File: config.mk
export PLATFORM = sky130hd
export DESIGN_NAME = cpu_exmem_stage
export DESIGN_NICKNAME = d
export VERILOG_FILES = /design/src/rtl/cpu_exmem_stage.sv
export SDC_FILE = /design/constraint.sdc
export NUM_CORES = 1
export LEC_CHECK = 0
export CAP_MARGIN = 20
export CELL_PAD_IN_SITES_DETAIL_PLACEMENT = 1
export CELL_PAD_IN_SITES_GLOBAL_PLACEMENT = 2
export CORE_MARGIN = 2
export CORE_UTILIZATION = 30
export DETAILED_ROUTE_END_ITERATION = 16
export GPL_ROUTABILITY_DRIVEN = 0
export PLACE_DENSITY = 0.84
export SLEW_MARGIN = 30
export SYNTH_ARGS = -nofsm -noshare
export SYNTH_HDL_FRONTEND = slang
export SYNTH_SLANG_ARGS = --single-unit
File: constraint.sdc
create_clock -name clk -period 2.3 [get_ports clk]
set_clock_uncertainty 0.15 [all_clocks]
set_input_delay 0.23 -clock clk [delete_from_list [all_inputs] [get_ports clk]]
set_output_delay 0.23 -clock clk [all_outputs]
set_load 0.005 [all_outputs]
File: src/rtl/cpu_exmem_stage.sv
// cpu_exmem_stage: execute -> memory pipeline register built as a 2-entry
// skid buffer (main entry drives out_*, skid entry absorbs one accept while
// the main entry is stalled). Branch outcome and illegal-op marker are
// resolved at accept and travel with the entry.
//
// Optional feature macro: CPU_EXMEM_STATUS_EN enables the sticky {C,Z,V,N}
// status register. Undefined: status_flags is 4'b0, flag_clear is ignored.
//
// Ports:
//   clk, rst           clock, synchronous active-high reset
//   in_valid/in_ready  upstream handshake (in_ready is registered)
//   in_result, in_op, in_rd, in_carry/zero/overflow/negative  entry + ALU flags
//   out_valid/out_ready downstream handshake
//   out_result, out_op, out_rd, out_branch_taken, out_illegal  presented entry
//   status_flags, flag_clear  sticky status register and its clear
module cpu_exmem_stage #(
  parameter int DATA_WIDTH = 32
) (
  input  logic                  clk,
  input  logic                  rst,
  input  logic                  in_valid,
  output logic                  in_ready,
  input  logic [DATA_WIDTH-1:0] in_result,
  input  logic                  in_carry,
  input  logic                  in_zero,
  input  logic                  in_overflow,
  input  logic                  in_negative,
  input  logic [4:0]            in_op,
  input  logic [4:0]            in_rd,
  output logic                  out_valid,
  input  logic                  out_ready,
  output logic [DATA_WIDTH-1:0] out_result,
  output logic [4:0]            out_op,
  output logic [4:0]            out_rd,
  output logic                  out_branch_taken,
  output logic                  out_illegal,
  output logic [3:0]            status_flags,
  input  logic                  flag_clear
);

  typedef struct packed {
    logic [DATA_WIDTH-1:0] result;
    logic [4:0]            op;
    logic [4:0]            rd;
    logic                  taken;
    logic                  illegal;
  } entry_t;

  function automatic logic branch_dec(input logic [4:0] op, input logic z,
                                      input logic n, input logic v);
    logic lt;
    lt = n ^ v;
    case (op)
      5'b10010: branch_dec = 1'b1;        // JUMP
      5'b10011: branch_dec = z;           // BEQ
      5'b10100: branch_dec = ~z;          // BNE
      5'b10101: branch_dec = lt;          // BLT
      5'b10110: branch_dec = ~z & ~lt;    // BGT
      5'b10111: branch_dec = ~lt;         // BGE
      5'b11000: branch_dec = z | lt;      // BLE
      default:  branch_dec = 1'b0;
    endcase
  endfunction

  entry_t main_q, main_d, skid_q, skid_d, in_ent;
  logic   main_vld_q, main_vld_d, skid_vld_q, skid_vld_d, rdy_q;
  logic   accept, retire;

  assign accept = in_valid & rdy_q;
  assign retire = main_vld_q & out_ready;

  always_comb begin
    in_ent.result  = in_result;
    in_ent.op      = in_op;
    in_ent.rd      = in_rd;
    in_ent.taken   = branch_dec(in_op, in_zero, in_negative, in_overflow);
    in_ent.illegal = (in_op >= 5'b11001);
  end

  // Main slot refills from skid first to keep FIFO order; in_ready is low
  // whenever skid is full, so accept and a skid->main move never coincide.
  always_comb begin
    main_d     = main_q;
    skid_d     = skid_q;
    main_vld_d = main_vld_q;
    skid_vld_d = skid_vld_q;
    if (!main_vld_q || retire) begin
      if (skid_vld_q) begin
        main_d     = skid_q;
        main_vld_d = 1'b1;
        skid_vld_d = 1'b0;
      end else begin
        main_vld_d = accept;
        if (accept) main_d = in_ent;
      end
    end else if (accept) begin
      skid_d     = in_ent;
      skid_vld_d = 1'b1;
    end
  end

  always_ff @(posedge clk) begin
    if (rst) begin
      main_q     <= '0;
      skid_q     <= '0;
      main_vld_q <= 1'b0;
      skid_vld_q <= 1'b0;
      rdy_q      <= 1'b1;
    end else begin
      main_q     <= main_d;
      skid_q     <= skid_d;
      main_vld_q <= main_vld_d;
      skid_vld_q <= skid_vld_d;
      rdy_q      <= ~skid_vld_d;
    end
  end

  assign in_ready         = rdy_q;
  assign out_valid        = main_vld_q;
  assign out_result       = main_q.result;
  assign out_op           = main_q.op;
  assign out_rd           = main_q.rd;
  assign out_branch_taken = main_q.taken;
  assign out_illegal      = main_q.illegal;

`ifdef CPU_EXMEM_STATUS_EN
  logic [3:0] flags_q, flags_d;

  // ALU ops (00000-01111) load flags; a coinciding clear loses to the load.
  always_comb begin
    flags_d = flags_q;
    if (accept && !in_op[4])
      flags_d = {in_carry, in_zero, in_overflow, in_negative};
    else if (flag_clear)
      flags_d = 4'b0;
  end

  always_ff @(posedge clk) begin
    if (rst) flags_q <= 4'b0;
    else     flags_q <= flags_d;
  end

  assign status_flags = flags_q;
`else
  logic unused_status;
  assign unused_status = ^{flag_clear, in_carry};
  assign status_flags  = 4'b0;
`endif

endmodule
==> results.json, run 1 <==
{
  "outcome": "completed",
  "insertion_delay_ns": 0.33,
  "rsz0062_at_grt": "no",
  "setup_viol": 0,
  "slew_viol_final": 0,
  "die_w_um": 114,
  "row_count": 40,
  "via_per_inst": 4.84,
  "pin_count": 101,
  "max_cap_viol_count": 0,
  "clock-root-buffer": "clkbuf_16",
  "p_per_area_nw_per_um2": 743,
  "period_minus_slack_ns": 1.75,
  "yosysSeqAreaShare": 0.498,
  "fin_setup_tns_ns": 0,
  "coreArea_um2": 12000,
  "vdd_drop_max_v": 0.000256,
  "hold_buffers": 0,
  "synth_area_leaders": "dfxtp_1 50%, mux2i_1 12%, nand2_1 9.1%",
  "grt_pass1_vias": 3187,
  "synth_common_cells": "91 x dfxtp_1, 89 x nand2_1, 46 x a21oi_1, 45 x nor2_1",
  "yosys_warnings": 0,
  "vias": 3157,
  "n_antenna_cell": 0,
  "netlist_instances": 419,
  "path_buf_inv": 1,
  "grt.total_usage": 0.150,
  "clk_pin_slew_ns": 0.06,
  "die_h_um": 114,
  "required_ns": 2.39,
  "drt_pass1_iterations": 6,
  "min_period_over_period": 0.761,
  "yosysUniqueCellTypes": 29,
  "timing.final.ws_setup_ns": 0.549,
  "max_slew.worst_pin.slew_ns": 0.844,
  "critPathArrivalTime_ns": 1.84,
  "totalWireLength_um": 9640,
  "cts_resized": 0,
  "synth_top_area_share": 0.498,
  "wl_per_cell_um": 14.8,
  "numCtsBuffers": 9,
  "ys_seq_elements": 91,
  "clk_path_buf_depth": 2,
  "syn2layout_area_growth_pct": 38.7,
  "overflow": 0,
  "finalHoldViolCount": 0,
  "portBuffers": 94,
  "cts_setup_buffers": 0,
  "detail-route-antenna-nets": 0,
  "grt_max_degree": 53,
  "hold_class": "register to register",
  "die_area_um2": 13100,
  "synthMostInstantiatedCell": "dfxtp_1",
  "clock-sinks": 91,
  "pre_cts_ws_ns": 0.213,
  "cts_tree": "yes",
  "htree_levels": 3,
  "grt_first_pass_wirelength_um": 15600,
  "drc": 0,
  "antenna_found_initial": 0,
  "synth_area_um2": 3660,
  "synth_ff_type": "dfxtp_1",
  "place_hpwl_um": 6320,
  "syn_area_per_cell_um2": 8.73,
  "start_util": 0.306,
  "power_leakage_uw": 0.00173,
  "drive_above_1_share": 0.0693,
  "synth-edff-count": 0,
  "crit_path_end_kind": "register",
  "critPathKind": "primary input to register",
  "start_kind": "primary input",
  "slew_headroom": 0.437,
  "slowest_stage": "clkdlybuf4s50_1",
  "worstPathCellList": "clkdlybuf4s50_1 > and3b_2 > nor4_1 > a211oi_1 > o41ai_2",
  "initialDrtViolationCount": 101,
  "critPathMaxFanout": 7,
  "slowest_delay_ns": 0.58,
  "crit_family": "simple AND/OR/NAND/NOR gates",
  "synth_top_cell_by_area": "dfxtp_1",
  "final_nets": 551,
  "clock.fmax_mhz": 571,
  "synth-async-reset-ratio": 0
}
-- logic make-up after synthesis --
family                 Yosys count  share of synthesized area
other                            1                    0.00103
XOR/XNOR                         1                    0.00239
AO/OA/AOI/OAI                   96                      0.166
flip-flops                      91                      0.498
AND/OR/NAND/NOR                148                      0.165
multiplexers                    44                      0.121
buffers and inverters           38                     0.0475
-- final timing paths --
| check | from | slack (ns) | cells past startpoint | end |
|---|---|---|---|---|
| worst max-delay path | in_op[0] | 0.55 | 5 | out_branch_taken$_SDFFE_PP0P_ |
| worst min-delay path | skid_q[43]$_SDFFE_PP0P_ | 0.31 | 2 | skid_q[43]$_SDFFE_PP0P_ |
| worst max register to register | in_ready$_SDFF_PP1_ | 0.69 | 5 | out_result[23]$_SDFFE_PP0P_ |
| worst min register to register | skid_q[43]$_SDFFE_PP0P_ | 0.31 | 2 | skid_q[43]$_SDFFE_PP0P_ |
-- power by group --
| part | internal, uW | switching, uW |
|---|---|---|
| logic | 287 | 233 |
| clock network | 928 | 611 |
| registers | 1660 | 48.2 |
-- per-stage QoR --
step | hold WS, ns | std cells | total power [uW] | util | area (um2)
final | 0.306 | 652 | 3770 | 0.424 | 5080
after global routing | 0.326 | 652 | 3950 | 0.424 | 5080
after detailed placement | 0.298 | 636 | 2270 | 0.398 | 4760
after floorplan | 0.216 | 422 | 1970 | - | 3670
after global placement | 0.291 | 636 | 2260 | 0.398 | 4760
after CTS | 0.307 | 652 | 3820 | 0.424 | 5080
-- worst min-delay path, cell delays in order (launching register included) --
cell,delay [ns]
dfxtp_1,0.31
nand2_1,0.05
a21oi_1,0.05
-- layout by cell type, fill, tap and decap left out, types with 4 or more instances in the layout --
| master | instances |
|---|---|
| clkdlybuf4s50_1 | 93 |
| dfxtp_1 | 90 |
| nand2_1 | 89 |
| a21oi_1 | 46 |
| mux2i_1 | 43 |
| nor2_1 | 43 |
| a211oi_1 | 43 |
| clkbuf_16 | 9 |
| buf_4 | 5 |
| conb_1 | 4 |
| buf_12 | 4 |
-- final cells by class --
type,count,area (um2)
Sequential cell,91,1820
Clock buffer,12,267
Inverter,2,7.51
Fill cell,1403,6890
Tap cell,147,184
Timing Repair Buffer,103,1050
Multi-Input combinational cell,293,1690
Clock inverter,4,47.5
-- state kept, by name, summed over array words and instances, names as in the netlist, 5 cells and up --
signal	flops
skid_q	44
out_result	32
out_op	5
out_rd	5
-- metal layers --
metal	part of all wire	wire length, um	GRT usage
met4	0.013	123	0.0537
met5	0	0	0
met1	0.49	4700	0.200
met3	0.036	351	0.0296
met2	0.46	4460	0.243
Note: power is estimated with default switching activity, not from simulation.
==> run 2, diff against run 1 <==
--- a/config.mk
+++ b/config.mk
@@ -9,10 +9,10 @@
 export CELL_PAD_IN_SITES_DETAIL_PLACEMENT = 1
 export CELL_PAD_IN_SITES_GLOBAL_PLACEMENT = 2
 export CORE_MARGIN = 2
-export CORE_UTILIZATION = 30
+export CORE_UTILIZATION = 28
 export DETAILED_ROUTE_END_ITERATION = 16
 export GPL_ROUTABILITY_DRIVEN = 0
-export PLACE_DENSITY = 0.84
+export PLACE_DENSITY = 0.79
 export SLEW_MARGIN = 30
 export SYNTH_ARGS = -nofsm -noshare
 export SYNTH_HDL_FRONTEND = slang
==> constraint.sdc (replaced) <==
create_clock -name clk -period 1.7 [get_ports clk]
set_clock_uncertainty 0.15 [all_clocks]
set_input_delay 0.17 -clock clk [delete_from_list [all_inputs] [get_ports clk]]
set_output_delay 0.17 -clock clk [all_outputs]
set_load 0.005 [all_outputs]
==> run 2 against run 1 <==
Sequential power up 35%. Non-clock buffer count up 16. Largest cell class unchanged. Sequential share of layout area down 1.3 points. Critical path type is now register to primary output. Routed wire length up 5.0%. Combinational power up 41%. Hold slack worse by 0.27 ns. Power up 42%. Global-route usage down 0.13 points. Worst setup slack worse by 0.43 ns. First-iteration DRC count up 59%. Count of clock-buffer cells in the layout unchanged. Critical path depth down 4.
==> results.json, run 2 (synthesized netlist as in run 1, its figures left out) <==
{
  "outcome": "completed",
  "setup_viol": 0,
  "antenna_found_initial": 0,
  "drc": 0,
  "start_util": 0.289,
  "hold_buffers": 0,
  "finalNonFillerCells": 693,
  "holdCritStartpoint": "rst",
  "grt.total_usage": 0.149,
  "reg2reg_slack_ns": 0.13,
  "final_nets": 567,
  "crit_family": "buffers and inverters",
  "fin_total_pwr_uw": 5370,
  "hold_end": "skid_q[11]$_SDFFE_PP0P_",
  "cts_setup_buffers": 0,
  "layout_common_cells": "92 x clkdlybuf4s50_1, 90 x dfxtp_1, 89 x nand2_1",
  "critPathKind": "register to primary output",
  "rsz0062_at_grt": "no",
  "cts_resized": 0,
  "htree_levels": 3,
  "insertion_delay_ns": 0.34,
  "die_h_um": 118,
  "final_common_cell": "clkdlybuf4s50_1",
  "portBuffers": 94,
  "place_inst": 677,
  "place_hpwl_um": 6940,
  "drive_above_1_share": 0.0960,
  "pin_count": 101,
  "grt_pass1_vias": 3341,
  "vias": 3244,
  "fin_setup_tns_ns": 0,
  "initialDrtViolationCount": 161,
  "path_buf_inv": 1,
  "required_ns": 1.38,
  "max_cap_viol_count": 0,
  "via_per_inst": 4.68,
  "pre_cts_ws_ns": -0.254,
  "row_count": 41,
  "slowest_delay_ns": 0.56,
  "numCtsBuffers": 9,
  "hold_class": "primary input to register",
  "critPathArrivalTime_ns": 1.26,
  "syn2layout_area_growth_pct": 43.9,
  "timing.final.ws_setup_ns": 0.123,
  "reg2reg_depth": 5,
  "hold_depth": 2,
  "wl_per_cell_um": 14.6,
  "clock-sinks": 91,
  "period_minus_slack_ns": 1.58,
  "power_leakage_uw": 0.00182,
  "die_area_um2": 14000,
  "clk_pin_slew_ns": 0.07,
  "overflow": 0,
  "vdd_drop_max_v": 0.000536,
  "p_per_area_nw_per_um2": 1020,
  "worst_r2r_endpoint": "out_result[16]$_SDFFE_PP0P_",
  "min_period_over_period": 0.927,
  "clock-root-buffer": "clkbuf_16",
  "totalWireLength_um": 10100,
  "critPathMaxFanout": 2,
  "grt_max_degree": 46,
  "detail-route-antenna-nets": 0,
  "n_antenna_cell": 0,
  "die_w_um": 118,
  "hold_ws_ns": 0.0377,
  "num-fill-cells": 1488,
  "largest-register": "skid_q",
  "worstPathCellList": "clkdlybuf4s50_1",
  "crit_path_end_kind": "primary output",
  "grt_first_pass_wirelength_um": 16700,
  "clock.fmax_mhz": 634,
  "cts_tree": "yes",
  "largest_reg_flops": 44,
  "slowest_stage": "clkdlybuf4s50_1",
  "coreArea_um2": 12700,
  "finalHoldViolCount": 0,
  "timing.rr.start": "in_ready$_SDFF_PP1_",
  "slew_viol_final": 0,
  "drt_pass1_iterations": 4,
  "clk_path_buf_depth": 2,
  "start_kind": "register"
}
## run 2: area by class of cell
cell class / count / area, um2 / area share
flip-flops and latches: 91 / 1820 / 0.346
clock buffers: 12 / 246 / 0.0468
repair buffers: 119 / 1180 / 0.223
multi-input cells: 293 / 1700 / 0.323
clock inverters: 4 / 97.6 / 0.0185
well taps: 172 / 215 / 0.0409
inverters: 2 / 7.51 / 0.00143
## run 2: how the worst max path moves through the flow
| stage | start | end | slack (ns) | depth (start not counted) |
|---|---|---|---|---|
| 6_report | out_branch_taken$_SDFFE_PP0P_ | out_branch_taken | 0.12 | 1 |
| 5_1_grt | in_op[0] | out_branch_taken$_SDFFE_PP0P_ | 0.03 | 5 |
| 4_1_cts | in_ready$_SDFF_PP1_ | in_ready | 0.04 | 1 |
| 3_5_place_dp | in_op[0] | out_branch_taken$_SDFFE_PP0P_ | -0.25 | 5 |
| 3_3_place_gp | in_op[0] | out_branch_taken$_SDFFE_PP0P_ | -0.21 | 5 |
| 2_1_floorplan | in_ready$_SDFF_PP1_ | out_op[0]$_SDFFE_PP0P_ | 0.22 | 5 |
## run 2: routing by layer
metal	up-vias	GRT usage	wire [um]
li1	1617	-	-
met1	1553	0.166	4400
met2	64	0.262	5000
met3	10	0.0560	581
met4	0	0.0474	138
met5	-	0	0
## run 2: where the power goes
part	internal (uW)	total, uW	switching, uW
combinational	410	733	323
sequential	2250	2310	62.4
clock	1480	2320	843
total	4140	5370	1230
## run 2: through the flow
step	utilization	area [um2]
after detailed placement	0.388	4910
after floorplan	-	3670
after CTS	0.415	5260
final	0.416	5270
after global routing	0.416	5270
after global placement	0.388	4910
==> run 3, diff against run 2 <==
--- a/config.mk
+++ b/config.mk
@@ -13,6 +13,7 @@
 export DETAILED_ROUTE_END_ITERATION = 16
 export GPL_ROUTABILITY_DRIVEN = 0
 export PLACE_DENSITY = 0.79
+export SETUP_SLACK_MARGIN = 0.3
 export SLEW_MARGIN = 30
 export SYNTH_ARGS = -nofsm -noshare
 export SYNTH_HDL_FRONTEND = slang
==> run 3 against run 2 <==
Worst setup slack better by 0.13 ns. Global-route usage is 1.8 points higher. Routed wire length is 16% higher. Final cell count is 2.2% higher. Critical path depth is 4 higher. Clock power is 14% lower. Sequential power hardly changed. Combinational power is 33% higher. Hold slack better by 0.014 ns. Via count is 3.8% higher. Critical path type is now primary input to register. Largest cell class is now multi-input gates. Highest routed layer unchanged.
==> results.json, run 3 (synthesized netlist as in run 1, its figures left out) <==
{
  "hold_class": "primary input to register",
  "outcome": "completed",
  "rsz0062_at_grt": "yes",
  "final_core_util": 0.463,
  "detail-route-antenna-nets": 0,
  "syn2layout_area_growth_pct": 60.3,
  "fin_setup_tns_ns": 0,
  "required_ns": 1.78,
  "crit_path_end_kind": "register",
  "drt_pass1_iterations": 4,
  "power_leakage_uw": 0.00221,
  "totalWireLength_um": 11700,
  "critPathArrivalTime_ns": 1.53,
  "antenna_found_initial": 0,
  "largest_reg_flops": 44,
  "initialDrtViolationCount": 133,
  "place_inst": 671,
  "insertion_delay_ns": 0.33,
  "critPathMaxFanout": 2,
  "worstPathCellList": "clkdlybuf4s50_1 > or4b_4 > a21oi_4 > a211oi_2 > o41ai_2",
  "start_util": 0.289,
  "via_per_inst": 4.76,
  "grt_pass1_vias": 3623,
  "clk_path_buf_depth": 2,
  "start_kind": "primary input",
  "portBuffers": 94,
  "crit_family": "buffers and inverters",
  "drive_above_1_share": 0.239,
  "clock.fmax_mhz": 690,
  "finalHoldViolCount": 0,
  "grt_max_degree": 47,
  "grt_first_pass_wirelength_um": 18700,
  "place_hpwl_um": 6560,
  "pin_count": 101,
  "critPathKind": "primary input to register",
  "period_minus_slack_ns": 1.45,
  "die_area_um2": 14000,
  "p_per_area_nw_per_um2": 900,
  "slowest_stage": "clkdlybuf4s50_1",
  "clk_pin_slew_ns": 0.06,
  "vdd_drop_max_v": 0.000659,
  "setup_viol": 0,
  "layout_common_cells": "89 x nand2_1, 81 x dfxtp_1, 47 x dlygate4sd2_1",
  "final_nets": 582,
  "grt.total_usage": 0.167,
  "htree_levels": 3,
  "overflow": 0,
  "drc": 0,
  "wl_per_cell_um": 16.6,
  "clock-root-buffer": "clkbuf_16",
  "numCtsBuffers": 9,
  "cts_tree": "yes",
  "hold_buffers": 0,
  "die_w_um": 118,
  "coreArea_um2": 12700,
  "reg2reg_slack_ns": 0.27,
  "min_period_over_period": 0.852,
  "vias": 3367,
  "largest-register": "skid_q",
  "num-fill-cells": 1457,
  "die_h_um": 118,
  "slew_viol_final": 0,
  "clock-sinks": 91,
  "hold_ws_ns": 0.0522,
  "max_cap_viol_count": 0,
  "n_antenna_cell": 0,
  "slowest_delay_ns": 0.48,
  "path_buf_inv": 1,
  "finalNonFillerCells": 708,
  "row_count": 41,
  "final_common_cell": "nand2_1"
}
[run 3: cell count changes in the layout (fill, tap and decap cells not counted), moves of 4 or more]
| cell | before | now |
|---|---|---|
| a211oi_1 | 43 | 0 |
| a211oi_2 | 0 | 43 |
| buf_12 | 4 | 8 |
| buf_16 | 0 | 6 |
| buf_4 | 21 | 16 |
| buf_6 | 0 | 5 |
| clkdlybuf4s50_1 | 92 | 44 |
| dfxtp_1 | 90 | 81 |
| dfxtp_2 | 1 | 8 |
| dlygate4sd2_1 | 0 | 47 |
| nor2_1 | 43 | 39 |
| nor2_2 | 0 | 4 |
[run 3: timing repair]
| item | 4_1_cts | 5_1_grt |
|---|---|---|
| resized for setup | 104 | 37 |
| pin swaps | 16 | 12 |
| buffers inserted | 11 | 0 |
| endpoints found under the setup margin | 134 | 92 |
| cloned | 7 | 3 |
[run 3: layer usage]
metal	GRT usage	share of wire	vias up
li1	-	-	1661
met1	0.197	0.45	1629
met2	0.299	0.49	67
met3	0.0410	0.047	10
met4	0.0444	0.013	0
met5	0	0	-
[run 3: area by class of cell]
| class | count | area, um2 | share of cell area |
|---|---|---|---|
| Sequential cell | 91 | 1840 | 0.314 |
| Inverter | 2 | 7.51 | 0.00128 |
| Clock inverter | 5 | 52.6 | 0.00896 |
| Tap cell | 172 | 215 | 0.0367 |
| Multi-Input combinational cell | 293 | 2000 | 0.341 |
| Timing Repair Buffer | 134 | 1510 | 0.257 |
| Clock buffer | 11 | 243 | 0.0414 |
[run 3: final timing paths]
| check | from | endpoint | cells after the start |
|---|---|---|---|
| hold reg to reg | skid_q[7]$_SDFFE_PP0P_ | skid_q[7]$_SDFFE_PP0P_ | 2 |
| setup reg to reg | skid_vld_q$_SDFF_PP0_ | out_branch_taken$_SDFFE_PP0P_ | 4 |
| hold / removal | rst | out_rd[3]$_SDFFE_PP0P_ | 2 |
| setup / recovery | in_op[3] | out_branch_taken$_SDFFE_PP0P_ | 5 |
[run 3: per-stage QoR]
stage	setup slack (ns)	area (um2)	total power [uW]
floorplan	0.315	3680	2670
global placement	-0.205	4900	3080
detailed placement	-0.278	4900	3100
CTS	0.150	5630	5270
global route	0.172	5860	5530
finish	0.252	5860	5280
[run 3: power breakdown]
part	internal [uW]	total, uW	switching (uW)
clock network	1170	1990	814
logic	528	978	450
registers	2250	2310	60.1
total	3950	5280	1320
